**src/rtl/fifo_arb_pkg.sv**
```systemverilog
// Shared definitions for the fifo drain arbiter: state encoding, default
// widths and a modulo-increment helper usable with any queue count.
package fifo_arb_pkg;

    localparam int DEFAULT_DATA_WIDTH = 32;
    localparam int DEFAULT_QUEUE_BITS = 2;

    typedef enum logic [1:0] {
        IDLE    = 2'd0,
        READ    = 2'd1,
        CAPTURE = 2'd2,
        HOLD    = 2'd3
    } arb_state_e;

    // (base + off) mod modulus, valid for base, off < modulus; works for
    // queue counts that are not a power of two.
    function automatic int wrap_add(input int base, input int off, input int modulus);
        int sum;
        sum = base + off;
        if (sum >= modulus) begin
            sum = sum - modulus;
        end
        return sum;
    endfunction

endpackage

```
**src/rtl/fifo_drain_arbiter_rr_select.sv**
```systemverilog
// rr_select: combinational round-robin search. Finds the first set request
// at or after start_i, wrapping modulo NUM_QUEUES. start_i must be below
// NUM_QUEUES.
module rr_select
    import fifo_arb_pkg::*;
#(
    parameter int NUM_QUEUES = 4,
    parameter int QUEUE_BITS = DEFAULT_QUEUE_BITS
) (
    input  logic [NUM_QUEUES-1:0] req_i,
    input  logic [QUEUE_BITS-1:0] start_i,
    output logic                  found_o,
    output logic [QUEUE_BITS-1:0] index_o
);

    logic [2*NUM_QUEUES-1:0] req_x2;
    logic [NUM_QUEUES-1:0]   rotated;
    logic [QUEUE_BITS-1:0]   offset;

    // Doubling the vector turns the wrapped search into a plain shift.
    assign req_x2  = {req_i, req_i};
    assign rotated = NUM_QUEUES'(req_x2 >> start_i);

    // Lowest set bit of the rotated vector is the closest requester.
    always_comb begin
        // NOTE: every output of a combinational block gets a default first so
        // no path leaves it unassigned, which would infer a latch.
        found_o = |rotated;
        offset  = '0;
        for (int i = NUM_QUEUES - 1; i >= 0; i--) begin
            if (rotated[i]) begin
                offset = QUEUE_BITS'(i);
            end
        end
        index_o = QUEUE_BITS'(wrap_add(int'(start_i), int'(offset), NUM_QUEUES));
    end

endmodule

```
**src/rtl/fifo_drain_arbiter.sv**
```systemverilog
// fifo_drain_arbiter: drains NUM_QUEUES fifos into one valid/ready consumer,
// round-robin, at most MAX_BURST words per grant.
// Build option: define FIFO_ARB_STRICT_PRIO_EN to make fifo 0 the highest
// priority (search always starts at 0, rr_ptr frozen).
module fifo_drain_arbiter
    import fifo_arb_pkg::*;
#(
    parameter int DATA_WIDTH = DEFAULT_DATA_WIDTH,
    parameter int NUM_QUEUES = 4,
    parameter int QUEUE_BITS = DEFAULT_QUEUE_BITS,
    parameter int MAX_BURST  = 4,
    parameter int BURST_BITS = 3
) (
    input  logic                             clock,
    input  logic                             reset,
    input  logic [NUM_QUEUES-1:0]            fifo_empty,
    input  logic [NUM_QUEUES*DATA_WIDTH-1:0] fifo_q,
    output logic [NUM_QUEUES-1:0]            read_enable,
    output logic [DATA_WIDTH-1:0]            out_data,
    output logic                             out_valid,
    input  logic                             out_ready,
    output logic [QUEUE_BITS-1:0]            grant_id,
    output logic                             busy
);

`ifdef FIFO_ARB_STRICT_PRIO_EN
    localparam bit STRICT_PRIO = 1'b1;
`else
    localparam bit STRICT_PRIO = 1'b0;
`endif

    arb_state_e              state_q, state_d;
    logic [QUEUE_BITS-1:0]   rr_ptr_q, rr_ptr_d;
    logic [BURST_BITS-1:0]   burst_cnt_q, burst_cnt_d;
    logic [QUEUE_BITS-1:0]   grant_q, grant_d;
    logic [NUM_QUEUES-1:0]   read_en_q, read_en_d;
    logic [DATA_WIDTH-1:0]   out_data_q, out_data_d;
    logic                    out_valid_q, out_valid_d;

    logic                    found;
    logic [QUEUE_BITS-1:0]   found_idx;
    logic [QUEUE_BITS-1:0]   start_idx;
    logic                    granted_empty;
    logic                    accept;
    logic                    keep_burst;
    logic [QUEUE_BITS-1:0]   next_ptr;
    logic [NUM_QUEUES-1:0]   found_onehot;
    logic [NUM_QUEUES-1:0]   grant_onehot;

    assign start_idx     = STRICT_PRIO ? '0 : rr_ptr_q;
    assign granted_empty = fifo_empty[grant_q];
    assign accept        = out_valid_q & out_ready;
    assign keep_burst    = (burst_cnt_q < BURST_BITS'(MAX_BURST)) && !granted_empty;
    assign next_ptr      = QUEUE_BITS'(wrap_add(int'(grant_q), 1, NUM_QUEUES));
    assign found_onehot  = NUM_QUEUES'(1) << found_idx;
    assign grant_onehot  = NUM_QUEUES'(1) << grant_q;

    rr_select #(
        .NUM_QUEUES (NUM_QUEUES),
        .QUEUE_BITS (QUEUE_BITS)
    ) u_rr_select (
        .req_i   (~fifo_empty),
        .start_i (start_idx),
        .found_o (found),
        .index_o (found_idx)
    );

    // State and registered outputs; reset discards any word in flight.
    always_ff @(posedge clock) begin
        // NOTE: sequential state uses non-blocking assignments so every
        // register samples the pre-edge values of all the others.
        if (reset) begin
            state_q     <= IDLE;
            rr_ptr_q    <= '0;
            burst_cnt_q <= '0;
            grant_q     <= '0;
            read_en_q   <= '0;
            out_data_q  <= '0;
            out_valid_q <= 1'b0;
        end else begin
            state_q     <= state_d;
            rr_ptr_q    <= rr_ptr_d;
            burst_cnt_q <= burst_cnt_d;
            grant_q     <= grant_d;
            read_en_q   <= read_en_d;
            out_data_q  <= out_data_d;
            out_valid_q <= out_valid_d;
        end
    end

    // Next-state: grant, pulse, capture, hold until accepted, then continue or rotate.
    always_comb begin
        state_d = state_q;
        unique case (state_q)
            IDLE:    if (found) state_d = READ;
            READ:    state_d = granted_empty ? IDLE : CAPTURE;
            CAPTURE: state_d = HOLD;
            HOLD:    if (accept) state_d = keep_burst ? READ : IDLE;
            default: state_d = IDLE;
        endcase
    end

    // Next values of the registered outputs and datapath.
    always_comb begin
        rr_ptr_d    = rr_ptr_q;
        burst_cnt_d = burst_cnt_q;
        grant_d     = grant_q;
        read_en_d   = '0;
        out_data_d  = out_data_q;
        out_valid_d = out_valid_q;
        unique case (state_q)
            IDLE: begin
                if (found) begin
                    grant_d     = found_idx;
                    burst_cnt_d = '0;
                    read_en_d   = found_onehot;
                end
            end
            READ: begin
                if (granted_empty && !STRICT_PRIO) rr_ptr_d = next_ptr;
            end
            CAPTURE: begin
                out_data_d  = fifo_q[int'(grant_q)*DATA_WIDTH +: DATA_WIDTH];
                out_valid_d = 1'b1;
                burst_cnt_d = burst_cnt_q + 1'b1;
            end
            HOLD: begin
                if (accept) begin
                    out_valid_d = 1'b0;
                    if (keep_burst) begin
                        read_en_d = grant_onehot;
                    end else if (!STRICT_PRIO) begin
                        rr_ptr_d = next_ptr;
                    end
                end
            end
            default: ;
        endcase
    end

    assign read_enable = read_en_q;
    assign out_data    = out_data_q;
    assign out_valid   = out_valid_q;
    assign grant_id    = grant_q;
    assign busy        = (state_q != IDLE);

endmodule

```
**config.mk**
```make
export PLATFORM = sky130hd
export DESIGN_NAME = fifo_drain_arbiter
export DESIGN_NICKNAME = d
export VERILOG_FILES = /design/src/rtl/fifo_arb_pkg.sv /design/src/rtl/fifo_drain_arbiter_rr_select.sv /design/src/rtl/fifo_drain_arbiter.sv
export SDC_FILE = /design/constraint.sdc
export NUM_CORES = 1
export LEC_CHECK = 0
export BUFFER_PORTS_ARGS = -buffer_cell sky130_fd_sc_hd__buf_2
export CAP_MARGIN = 5
export CORE_ASPECT_RATIO = 0.6
export CORE_MARGIN = 4
export CORE_UTILIZATION = 44
export CTS_CLUSTER_DIAMETER = 80
export DETAILED_ROUTE_END_ITERATION = 8
export GPL_ROUTABILITY_DRIVEN = 0
export MAX_ROUTING_LAYER = met4
export PLACE_DENSITY = 0.79
export SYNTH_ARGS = -nofsm -noshare
export SYNTH_HDL_FRONTEND = slang
export SYNTH_SLANG_ARGS = --single-unit
```
**constraint.sdc**
```tcl
create_clock -name clock -period 2.7 [get_ports clock]
set_input_delay 0.135 -clock clock [delete_from_list [all_inputs] [get_ports clock]]
set_output_delay 0.135 -clock clock [all_outputs]
set_load 0.02 [all_outputs]
```
==> impl_results.md, run 1 <==
* Seq/Total Area, Yosys at between 30% and 40%
* Clk Latency, worst-skew pair at between 0.2 and 0.3 ns
* Avg Inst Size Synth at 10.68 µm²
* Leading area contributor after synthesis: dfxtp_1
* Final min period at ~2.1 ns
* Static leakage at around 0.0017 µW
* Most common cell after layout, fill and taps aside: buf_2
* Post-synth top area share at around a third
* Number of DRC markers in iteration 0 at ~260
* Wire length per cell at between 15 and 20 µm
* Antenna violations before repair at 0
* Layout Skew at roughly 0.011 ns
* Synth warn at 0
* Root buffer cell: clkbuf_8
* Slew headroom at roughly 60%
* Final hold violation count at 0
* Fin Setup TNS at 0 ns
* Final Cell Area at slightly below 4000 µm²
* Layout cell share with drive strength beyond 1 at a little over 50%
* Worst Max-Slew Pin Slew at roughly 0.6 ns
* Hold Crit Class: in -> reg
* # hold bufs at CTS at 0
* Area after DPL at 3836 µm²
* Dpl hpwl at 6.799 mm
* Final cycle utilization of the critical path at between 70% and 80%
* Most frequent cells in the layout: buf_2 (174), nor2_1 (45), dfxtp_1 (44)
* # port buffers at roughly 170
* Crit Path Class: reg -> reg
* Final WL at about 8.4 mm
* Largest net degree at the start of global routing at 30
* # resized after CTS at 0
* Overflow after GRT at 0
* Syn nets at between 400 and 500
* Area grow syn2layout at 34.36%
* DRC Markers at 0
* Vias in the first global route at around 2,800
* Slowest-stage cell, CP: dfxtp_1
* Setup WS post-layout at roughly 0.6 ns
* Delay of the slowest critical-path stage at 0.56 ns
* Crit end category: flop
* #FFs+latches synth at 46
* WP buf/inv at 0
* Cell Area, Synth at about 2900 µm²
* Die Area at roughly 8000 µm²
* Synth top area cells: dfxtp_1 (32%), mux4_2 (25%), mux2i_1 (13%)
* Detail Route Antenna Nets at 0
* Worst setup SP type: flop
* Initial Utilization at 46.47%
* VDD IR-drop max at between 0.0002 and 0.00025 V
* Critical path arrival at 2.31 ns
* Fmax at around 470 MHz
* Number of diodes at 0
* Row cnt at 22
* Final setup vio count at 0
* CTS HTree Levels at 2
* # clock sinks at 46
* Most used cell, CP: o21ai_0
* Overall Power at about 2200 µW
* DR vias/cell at around 5.4
* Slew Viols, Final at 0
* Total CTS buffers at 5
* First-pass GRT wire length at 13.08 mm
* P per Cell Area at 557.8 nW/µm²
* Final #Nets at 583
* Vias at 2,823
* Family with the most delay on the worst path: compound AO/OA/AOI/OAI gates
* Status: finished clean
* Post-CTS setup buffers at 0
* CORE AREA at about 6300 µm²
* Reg clk slew, reported paths at ~0.090 ns
* RSZ-0062 raised after global routing: no
* Top Ports at approximately 180
* Post-synthesis cell type count at 36
* Synthesized instance count at 273
* Max_cap viols at 0
* CTS tree: done
* Worst Path Required at about 2.9 ns
* Worst-path cell chain: nand2b_1, o22ai_1, o21ai_0, o211ai_1, ha_1, xnor2_1, o21ai_0, a311oi_1
* Gr usage total at approximately a fifth
* First-pass detailed-route iteration total at 4
* Worst slack, placed at 0.6345 ns
* Worst-case clock buffer depth at 2
* Die height at roughly 71 µm
* CP max FO at 13
* Die extent in x at between 100 and 150 µm
## synthesized netlist by cell type, drive strengths merged
library cell and number:
a22oi 2, nand4 3, o22ai 1, and2 1
ha 11, nand4b 1, or2 1, a21o 1
clkbuf 8, a311oi 2, a32oi 1, mux2i 37
dfxtp 46, nor4 1, a211oi 2, nor2 45
inv 6, nand2 13, o21ai 8, xor2 1
buf 15, o211ai 1, nand3 9, a21oi 5
or3 1, mux4 33, and3 1, xnor2 1
nand2b 5, a31oi 5, nand3b 2, a32o 1
o221ai 1, a31o 2
## layer usage
| layer | track usage [%] | up-vias | share of wire (%) |
|---|---|---|---|
| li1 | - | 1342 | - |
| met1 | 25.00 | 1330 | 41 |
| met4 | 4.800 | 0 | 1.1 |
| met3 | 5.299 | 10 | 9.4 |
| met5 | - | - | 0 |
| met2 | 35.24 | 141 | 49 |
## layout make-up
cell class / instances / area (µm²)
Fill cell: 524 / 2357
Inverter: 6 / 22.52
Clock buffer: 6 / 82.58
Multi-Input combinational cell: 198 / 1869
Sequential cell: 46 / 923.4
Timing Repair Buffer: 180 / 915.9
Tap cell: 84 / 105.1
## through the flow
step	instances	hold slack, ns	utilization [%]
finish	520	0.1955	62.44
global route	520	0.2032	62.44
CTS	520	0.1838	62.44
detailed placement	514	0.4720	61.12
global placement	514	0.4543	61.12
floorplan	273	0.3320	-
## power breakdown
| part | switching (µW) | leakage [µW] | internal, µW | total [µW] |
|---|---|---|---|---|
| clock | 218 | 0.0000431 | 198 | 416 |
| sequential | 68.3 | 0.000373 | 735 | 803 |
| combinational | 457 | 0.00132 | 509 | 967 |
| total | 744 | 0.00174 | 1440 | 2190 |
## path summary, 6_finish.rpt
| check | from | endpoint | slack (ns) | cells after the start |
|---|---|---|---|---|
| hold / removal | out_ready | out_valid$_SDFFE_PP0P_ | 0.20 | 4 |
| setup reg to reg | rr_ptr_q[0]$_SDFFE_PP0P_ | grant_id[1]$_SDFFE_PP0P_ | 0.59 | 8 |
| hold reg to reg | burst_cnt_q[0]$_SDFFE_PP0P_ | burst_cnt_q[0]$_SDFFE_PP0P_ | 0.48 | 2 |
| setup / recovery | rr_ptr_q[0]$_SDFFE_PP0P_ | grant_id[1]$_SDFFE_PP0P_ | 0.59 | 8 |
## kinds of logic (layout without fill, tap and decap cells)
family,after synthesis,count (layout),share of synthesized area (%)
and+or+nand+nor,83,83,13.30
adders and majority gates,11,11,4.719
buffers and inverters,29,192,4.419
xor gates and xnor gates,2,2,0.6007
muxes,70,70,38.18
AOI/OAI and AO/OA,32,32,7.207
DFF,46,46,31.57
## registers in the layout, indices dropped and copies added, names as in the netlist, named ones only
name / count
out_data: 32
out_valid: 1
state_q: 1
burst_cnt_q: 3
rr_ptr_q: 2
grant_id: 2
read_enable: 4
## worst register-to-register path: cells and delay by family, from the launching register on
| kind | cells | cell delay (ns) |
|---|---|---|
| AOI/OAI and AO/OA | 5 | 0.82 |
| xor gates and xnor gates | 1 | 0.22 |
| adders and majority gates | 1 | 0.25 |
| DFF | 1 | 0.56 |
| and+or+nand+nor | 1 | 0.19 |
No activity file was read; power rests on OpenSTA's default activity.
==> run 2: changes to the inputs <==
--- a/config.mk
+++ b/config.mk
@@ -5,16 +5,17 @@
 export SDC_FILE = /design/constraint.sdc
 export NUM_CORES = 1
 export LEC_CHECK = 0
+export ABC_AREA = 1
 export BUFFER_PORTS_ARGS = -buffer_cell sky130_fd_sc_hd__buf_2
 export CAP_MARGIN = 5
 export CORE_ASPECT_RATIO = 0.6
 export CORE_MARGIN = 4
-export CORE_UTILIZATION = 44
+export CORE_UTILIZATION = 41
 export CTS_CLUSTER_DIAMETER = 80
 export DETAILED_ROUTE_END_ITERATION = 8
 export GPL_ROUTABILITY_DRIVEN = 0
 export MAX_ROUTING_LAYER = met4
-export PLACE_DENSITY = 0.79
+export PLACE_DENSITY = 0.75
 export SYNTH_ARGS = -nofsm -noshare
 export SYNTH_HDL_FRONTEND = slang
 export SYNTH_SLANG_ARGS = --single-unit
==> constraint.sdc (replaced) <==
create_clock -name clock -period 1.94 [get_ports clock]
set_input_delay 0.097 -clock clock [delete_from_list [all_inputs] [get_ports clock]]
set_output_delay 0.097 -clock clock [all_outputs]
set_load 0.02 [all_outputs]
==> impl_results.md, run 2 <==
* Slew Viols, Final at 0 (unchanged)
* Max reg flops at 32 (unchanged)
* Die Area at 9554 µm² (+19%)
* Post-synth top cells: nor2_1 (139), o21ai_0 (86), dfxtp_1 (46), inv_1 (46), nand2_1 (33)
* Initial Utilization at 43.75% (-2.7 points)
* DRC Markers at 0 (unchanged)
* Final #Nets at 828 (+42%)
* Max_cap viols at 0 (unchanged)
* CTS HTree Levels at 2 (unchanged)
* # port buffers at 174 (unchanged)
* Final setup vio count at 0 (unchanged)
* Met3 WL post-DR at 956 µm (+22%)
* Fmax at 544.8 MHz (+15%)
* Crit Path Class: reg -> reg
* Crit path from: rr_ptr_q[0]$_SDFFE_PP0P_
* #FFs+latches synth at 46 (unchanged)
* Total CTS buffers at 5 (unchanged)
* # hold bufs at CTS at 0 (unchanged)
* P per Cell Area at 1411 nW/µm² (+150%)
* Number of diodes at 0 (unchanged)
* Final min period at 1.836 ns (-0.2779 ns)
* Vias in the first global route at 3,657 (+31%)
* Hold Crit Class: in -> reg
* Worst Max-Slew Pin Slew at 0.5956 ns (-0.006468 ns)
* CTS tree: done
* Number of synthesized flops with an enable pin at 0 (unchanged)
* Crit end category: flop
* Detail Route Antenna Nets at 0 (unchanged)
* Synth top area cells: dfxtp_1 (28%), nor2_1 (16%), o21ai_0 (13%)
* Synthesized instance count at 517 (+89%)
* CP max FO at 6 (-7)
* Overflow after GRT at 0 (unchanged)
* Reg clk slew, reported paths at 0.06 ns (-0.03 ns)
* Row cnt at 24 (+9.1%)
* Post-synth top area share at 28.04% (-3.5 points)
* Fill cell count at 715 (+36%)
* Clk Latency, worst-skew pair at 0.28 ns (about the same)
* DR vias/cell at 5.017 (-7.6%)
* Reg2reg start: rr_ptr_q[0]$_SDFFE_PP0P_
* Asr flop ratio synth at 0% (unchanged)
* Post-synthesis cell type count at 33 (-8.3%)
* First-pass detailed-route iteration total at 4 (unchanged)
* VDD IR-drop max at 0.0006389 V (+170%)
* Ys flop type: dfxtp_1
* WHS at 0.1488 ns (-0.04662 ns)
* Wire length per cell at 13.51 µm (-16%)
* Root buffer cell: clkbuf_16
* Min-delay src: reset
* Avg Inst Size Synth at 6.353 µm² (-41%)
* First-pass GRT wire length at 16.47 mm (+26%)
* Uppermost routed layer: met4
* Worst slack, placed at -0.007466 ns (-0.6420 ns)
* Met1 WL at 4.700 mm (+37%)
* Final WL at 10.63 mm (+27%)
* Worst setup SP type: flop
* Area grow syn2layout at 36.42%
* Dpl hpwl at 8.140 mm (+20%)
* Final hold violation count at 0 (unchanged)
* Setup WS post-layout at 0.1044 ns (-0.4821 ns)
* Leading area contributor after synthesis: dfxtp_1
* Most frequent cells in the layout: buf_2 (174), nor2_1 (138), o21ai_0 (86)
* Die height at 77.33 µm (+8.8%)
* Worst-case clock buffer depth at 2 (unchanged)
* CORE AREA at 7507 µm² (+20%)
* Non-Filler Instances at 787 (+51%)
* # clock sinks at 46 (unchanged)
* Largest net degree at the start of global routing at 68 (+130%)
* Syn nets at 663 (+58%)
* Number of DRC markers in iteration 0 at 204 (-22%)
* Layout cell share with drive strength beyond 1 at 36.46% (-15 points)
* Antenna violations before repair at 0 (unchanged)
* Layout Skew at 0.007345 ns (-0.003169 ns)
* Met2 wire length at 4.820 mm (+19%)
* Seq/Total Area, Yosys at 28.04% (-3.5 points)
* Gr usage total at 21.43% (+0.69 points)
* Most common cell after layout, fill and taps aside: buf_2
* Vias at 3,948 (+40%)
* Worst Path Required at 2.15 ns (-0.74 ns)
* Reg2reg setup slack at 0.10 ns (-0.48 ns)
* Critical path arrival at 2.05 ns (-0.26 ns)
* Final cycle utilization of the critical path at 94.62% (+16 points)
* Synth warn at 0 (unchanged)
* Static leakage at 0.002415 µW (+39%)
* Slew headroom at 60.29% (+0.43 points)
* Status: finished clean
* Cell Area, Synth at 3284 µm² (+13%)
* Top-count cell post-synth: nor2_1
* RSZ-0062 raised after global routing: yes
* Placed Instances at 777 (+51%)
* Top Ports at 175 (unchanged)
* Die extent in x at 123.5 µm (+9.2%)
-- run 2: final timing paths --
| path | to | cells past startpoint |
|---|---|---|
| max | grant_id[1]$_SDFFE_PP0P_ | 12 |
| min | burst_cnt_q[2]$_SDFFE_PP0P_ | 2 |
| max reg2reg | grant_id[1]$_SDFFE_PP0P_ | 12 |
| min reg2reg | burst_cnt_q[1]$_SDFFE_PP0P_ | 2 |
-- run 2: per-stage QoR --
stage | instance area, µm² | util (%) | power [µW] | setup TNS, ns
2_1_floorplan | 3284 | - | 4253 | 0
5_1_grt | 4481 | 59.68 | 6887 | -0.04995
6_report | 4481 | 59.68 | 6323 | 0
4_1_cts | 4422 | 58.90 | 6198 | 0
3_5_place_dp | 4273 | 56.92 | 5326 | -0.01315
3_3_place_gp | 4273 | 56.92 | 5204 | 0
-- run 2: kinds of logic (layout without fill, tap and decap cells) --
family / Yosys count / in the layout / share of synthesized area [%]
buf+inv: 85 / 251 / 10.90
compound gates: 150 / 150 / 24.50
fa+ha+maj: 11 / 11 / 4.190
flops: 46 / 46 / 28.04
simple gates: 223 / 223 / 31.85
xor+xnor: 2 / 2 / 0.5334
-- run 2: area by class of cell --
cell class | instances | area, µm² | area share (%)
multi-input combinational | 386 | 2036 | 45.43
timing repair buffer | 191 | 1036 | 23.12
sequential | 46 | 924.6 | 20.64
inverter | 52 | 206.4 | 4.608
clock buffer | 7 | 142.6 | 3.183
tap | 104 | 130.1 | 2.904
clock inverter | 1 | 5.005 | 0.1117
-- run 2: power breakdown --
group / internal [µW] / switching, µW / leakage [µW]
logic: 1480 / 2520 / 0.00196
clock network: 511 / 334 / 0.0000739
registers: 1260 / 216 / 0.000377
total: 3260 / 3060 / 0.00241
-- run 2: per-layer routing --
layer  up-vias  global-route usage [%]
met5         -                       -
met4         0                   5.635
met3        14                   5.378
met2       165                   35.01
met1      1742                   26.46
li1       2027                       -
-- run 2: what timing repair did --
item / in CTS / in global routing
setup endpoints to repair: 5 / 5
pin swaps: 0 / 8
gates resized for setup: 1 / 9
setup buffers: 0 / 2
-- run 2: worst max-delay path: stages (launching register included) --
cell	delay [ns]
dfxtp_2	0.33
buf_12	0.14
buf_12	0.13
nand2_1	0.10
nand3_2	0.11
nand2_4	0.12
a21oi_2	0.05
ha_2	0.20
xnor2_2	0.17
nand3_2	0.11
nand2_4	0.11
nand2_1	0.08
a21oi_2	0.14
==> run 3: changes to the inputs <==
--- a/config.mk
+++ b/config.mk
@@ -10,12 +10,12 @@
 export CAP_MARGIN = 5
 export CORE_ASPECT_RATIO = 0.6
 export CORE_MARGIN = 4
-export CORE_UTILIZATION = 41
+export CORE_UTILIZATION = 29
 export CTS_CLUSTER_DIAMETER = 80
 export DETAILED_ROUTE_END_ITERATION = 8
 export GPL_ROUTABILITY_DRIVEN = 0
 export MAX_ROUTING_LAYER = met4
-export PLACE_DENSITY = 0.75
+export PLACE_DENSITY = 0.56
 export SYNTH_ARGS = -nofsm -noshare
 export SYNTH_HDL_FRONTEND = slang
 export SYNTH_SLANG_ARGS = --single-unit
==> impl_results.md, run 3 (synthesis results as in run 2) <==
* Slew headroom at 67.11% (+6.8 points)
* DRC Markers at 0 (unchanged)
* VDD IR-drop max at 0.0004652 V (-27%)
* Worst-case clock buffer depth at 2 (unchanged)
* P per Cell Area at 1397 nW/µm² (-0.99%)
* Final #Nets at 824 (-0.48%)
* Die Area at 13,150 µm² (+38%)
* Row cnt at 29 (+21%)
* Final min period at 1.833 ns (-0.002601 ns)
* CTS tree: done
* Area grow syn2layout at 36.99%
* Slew Viols, Final at 0 (unchanged)
* CP max FO at 11 (+5)
* NetSw at 3066 µW (about the same)
* Overflow after GRT at 0 (unchanged)
* Number of diodes at 0 (unchanged)
* Vias in the first global route at 3,772 (+3.1%)
* Final cycle utilization of the critical path at 94.49% (-0.13 points)
* Worst Max-Slew Pin Slew at 0.4934 ns (-0.1023 ns)
* Root buffer cell: clkbuf_16
* Final setup vio count at 0 (unchanged)
* Hold Crit Class: in -> reg
* First-pass GRT wire length at 18.22 mm (+11%)
* Wire length per cell at 13.79 µm (+2.1%)
* Fmax at 545.5 MHz (+0.14%)
* First-pass detailed-route iteration total at 4 (unchanged)
* Layout Skew at 0.005192 ns (-0.002154 ns)
* Gr usage total at 16.94% (-4.5 points)
* Fin Setup TNS at 0 ns (unchanged)
* Layout cell share with drive strength beyond 1 at 35.79% (-0.67 points)
* Worst Path Required at 2.15 ns (about the same)
* Max reg flops at 32 (unchanged)
* RSZ-0062 raised after global routing: no
* Worst setup SP type: flop
* CTS HTree Levels at 2 (unchanged)
* Die extent in x at 145.4 µm (+18%)
* Switching share of power at 48.77% (+0.29 points)
* Static leakage at 0.002397 µW (-0.72%)
* Part of the power in registers at 23.7% (+0.3 points)
* Comb power frac at 62.6% (-0.6 points)
* Detail Route Antenna Nets at 0 (unchanged)
* # clock sinks at 46 (unchanged)
* Initial Utilization at 30.37% (-13 points)
* Clk Latency, worst-skew pair at 0.28 ns (about the same)
* # resized after CTS at 0 (-1)
* Clock network power share at 13.7% (+0.3 points)
* Most common cell after layout, fill and taps aside: buf_2
* # hold bufs at CTS at 0 (unchanged)
* Top Ports at 175 (unchanged)
* Crit Path Class: reg -> reg
* Max_cap viols at 0 (unchanged)
* Status: finished clean
* Critical path arrival at 2.04 ns (about the same)
* Crit end category: flop
* Final WL at 11.28 mm (+6.1%)
* DR vias/cell at 4.752 (-5.3%)
* Number of DRC markers in iteration 0 at 154 (-25%)
* Internal at 3221 µW (-1.1%)
* Antenna violations before repair at 0 (unchanged)
* # port buffers at 174 (unchanged)
* Dpl hpwl at 8.675 mm (+6.6%)
* Die height at 90.44 µm (+17%)
* Vias at 3,887 (-1.5%)
* Most frequent cells in the layout: buf_2 (174), nor2_1 (138), o21ai_0 (86)
* Reg clk slew, reported paths at 0.06 ns (about the same)
* Final hold violation count at 0 (unchanged)
* Largest net degree at the start of global routing at 65 (-4.4%)
* WHS at 0.1850 ns (+0.03611 ns)
* CORE AREA at 10,810 µm² (+44%)
* Post-CTS setup buffers at 0 (unchanged)
* Total CTS buffers at 5 (unchanged)
==> run 3: cell type report <==
cell class	count	area (µm²)
multi-input combinational	386	2028
clock inverter	1	5.005
clock buffer	7	142.6
tap	139	173.9
timing repair buffer	187	1018
fill	1157	6314
sequential	46	924.6
inverter	52	206.4
==> run 3: routing by layer <==
layer / wire, µm / vias to the layer above / GRT usage, %
li1: - / 2013 / -
met1: 5455 / 1739 / 21.71
met2: 4936 / 129 / 27.53
met3: 802 / 6 / 4.363
met4: 86 / 0 / 2.765
met5: 0 / - / -
==> run 3: power by group through the flow <==
stage / clock network (µW) / registers (µW) / logic [µW]
final: 862 / 1490 / 3940
after global routing: 934 / 1530 / 4400
after CTS: 892 / 1480 / 3900
after detailed placement: 0 / 1500 / 3890
after global placement: 0 / 1490 / 3820
after floorplan: 0 / 1770 / 2490
==> run 3: path summary, 6_finish.rpt <==
path | cells past startpoint | start | slack [ns] | endpoint
worst min-delay path | 5 | fifo_q[29] | 0.18 | out_data[29]$_SDFFE_PP0P_
worst min register to register | 2 | burst_cnt_q[1]$_SDFFE_PP0P_ | 0.47 | burst_cnt_q[1]$_SDFFE_PP0P_
worst max register to register | 13 | rr_ptr_q[0]$_SDFFE_PP0P_ | 0.11 | read_enable[3]$_SDFF_PP0_
worst max-delay path | 13 | rr_ptr_q[0]$_SDFFE_PP0P_ | 0.11 | read_enable[3]$_SDFF_PP0_
==> run 3: metrics by stage <==
| stage | setup slack [ns] | instances | utilization, % | cell area [µm²] | total power (µW) |
|---|---|---|---|---|---|
| floorplan | 0.1842 | 517 | - | 3284 | 4253 |
| CTS | 0.04582 | 818 | 41.38 | 4474 | 6276 |
| global route | 0.002641 | 818 | 41.61 | 4499 | 6860 |
| global placement | 0.1008 | 810 | 40.01 | 4327 | 5305 |
| detailed placement | 0.06180 | 810 | 40.01 | 4327 | 5390 |
| finish | 0.1070 | 818 | 41.61 | 4499 | 6286 |
==> run 3: critical path, stage by stage, from the launching register on <==
cell and delay, ns:
dfxtp_2 0.34, buf_12 0.13, inv_8 0.06, nand2_1 0.07, nand3_1 0.08, nand2_2 0.08
nand2_1 0.06, a21oi_2 0.17, ha_2 0.22, xnor2_2 0.13, nand3_2 0.11, nand2_4 0.10
nand3_1 0.08, a21oi_2 0.13
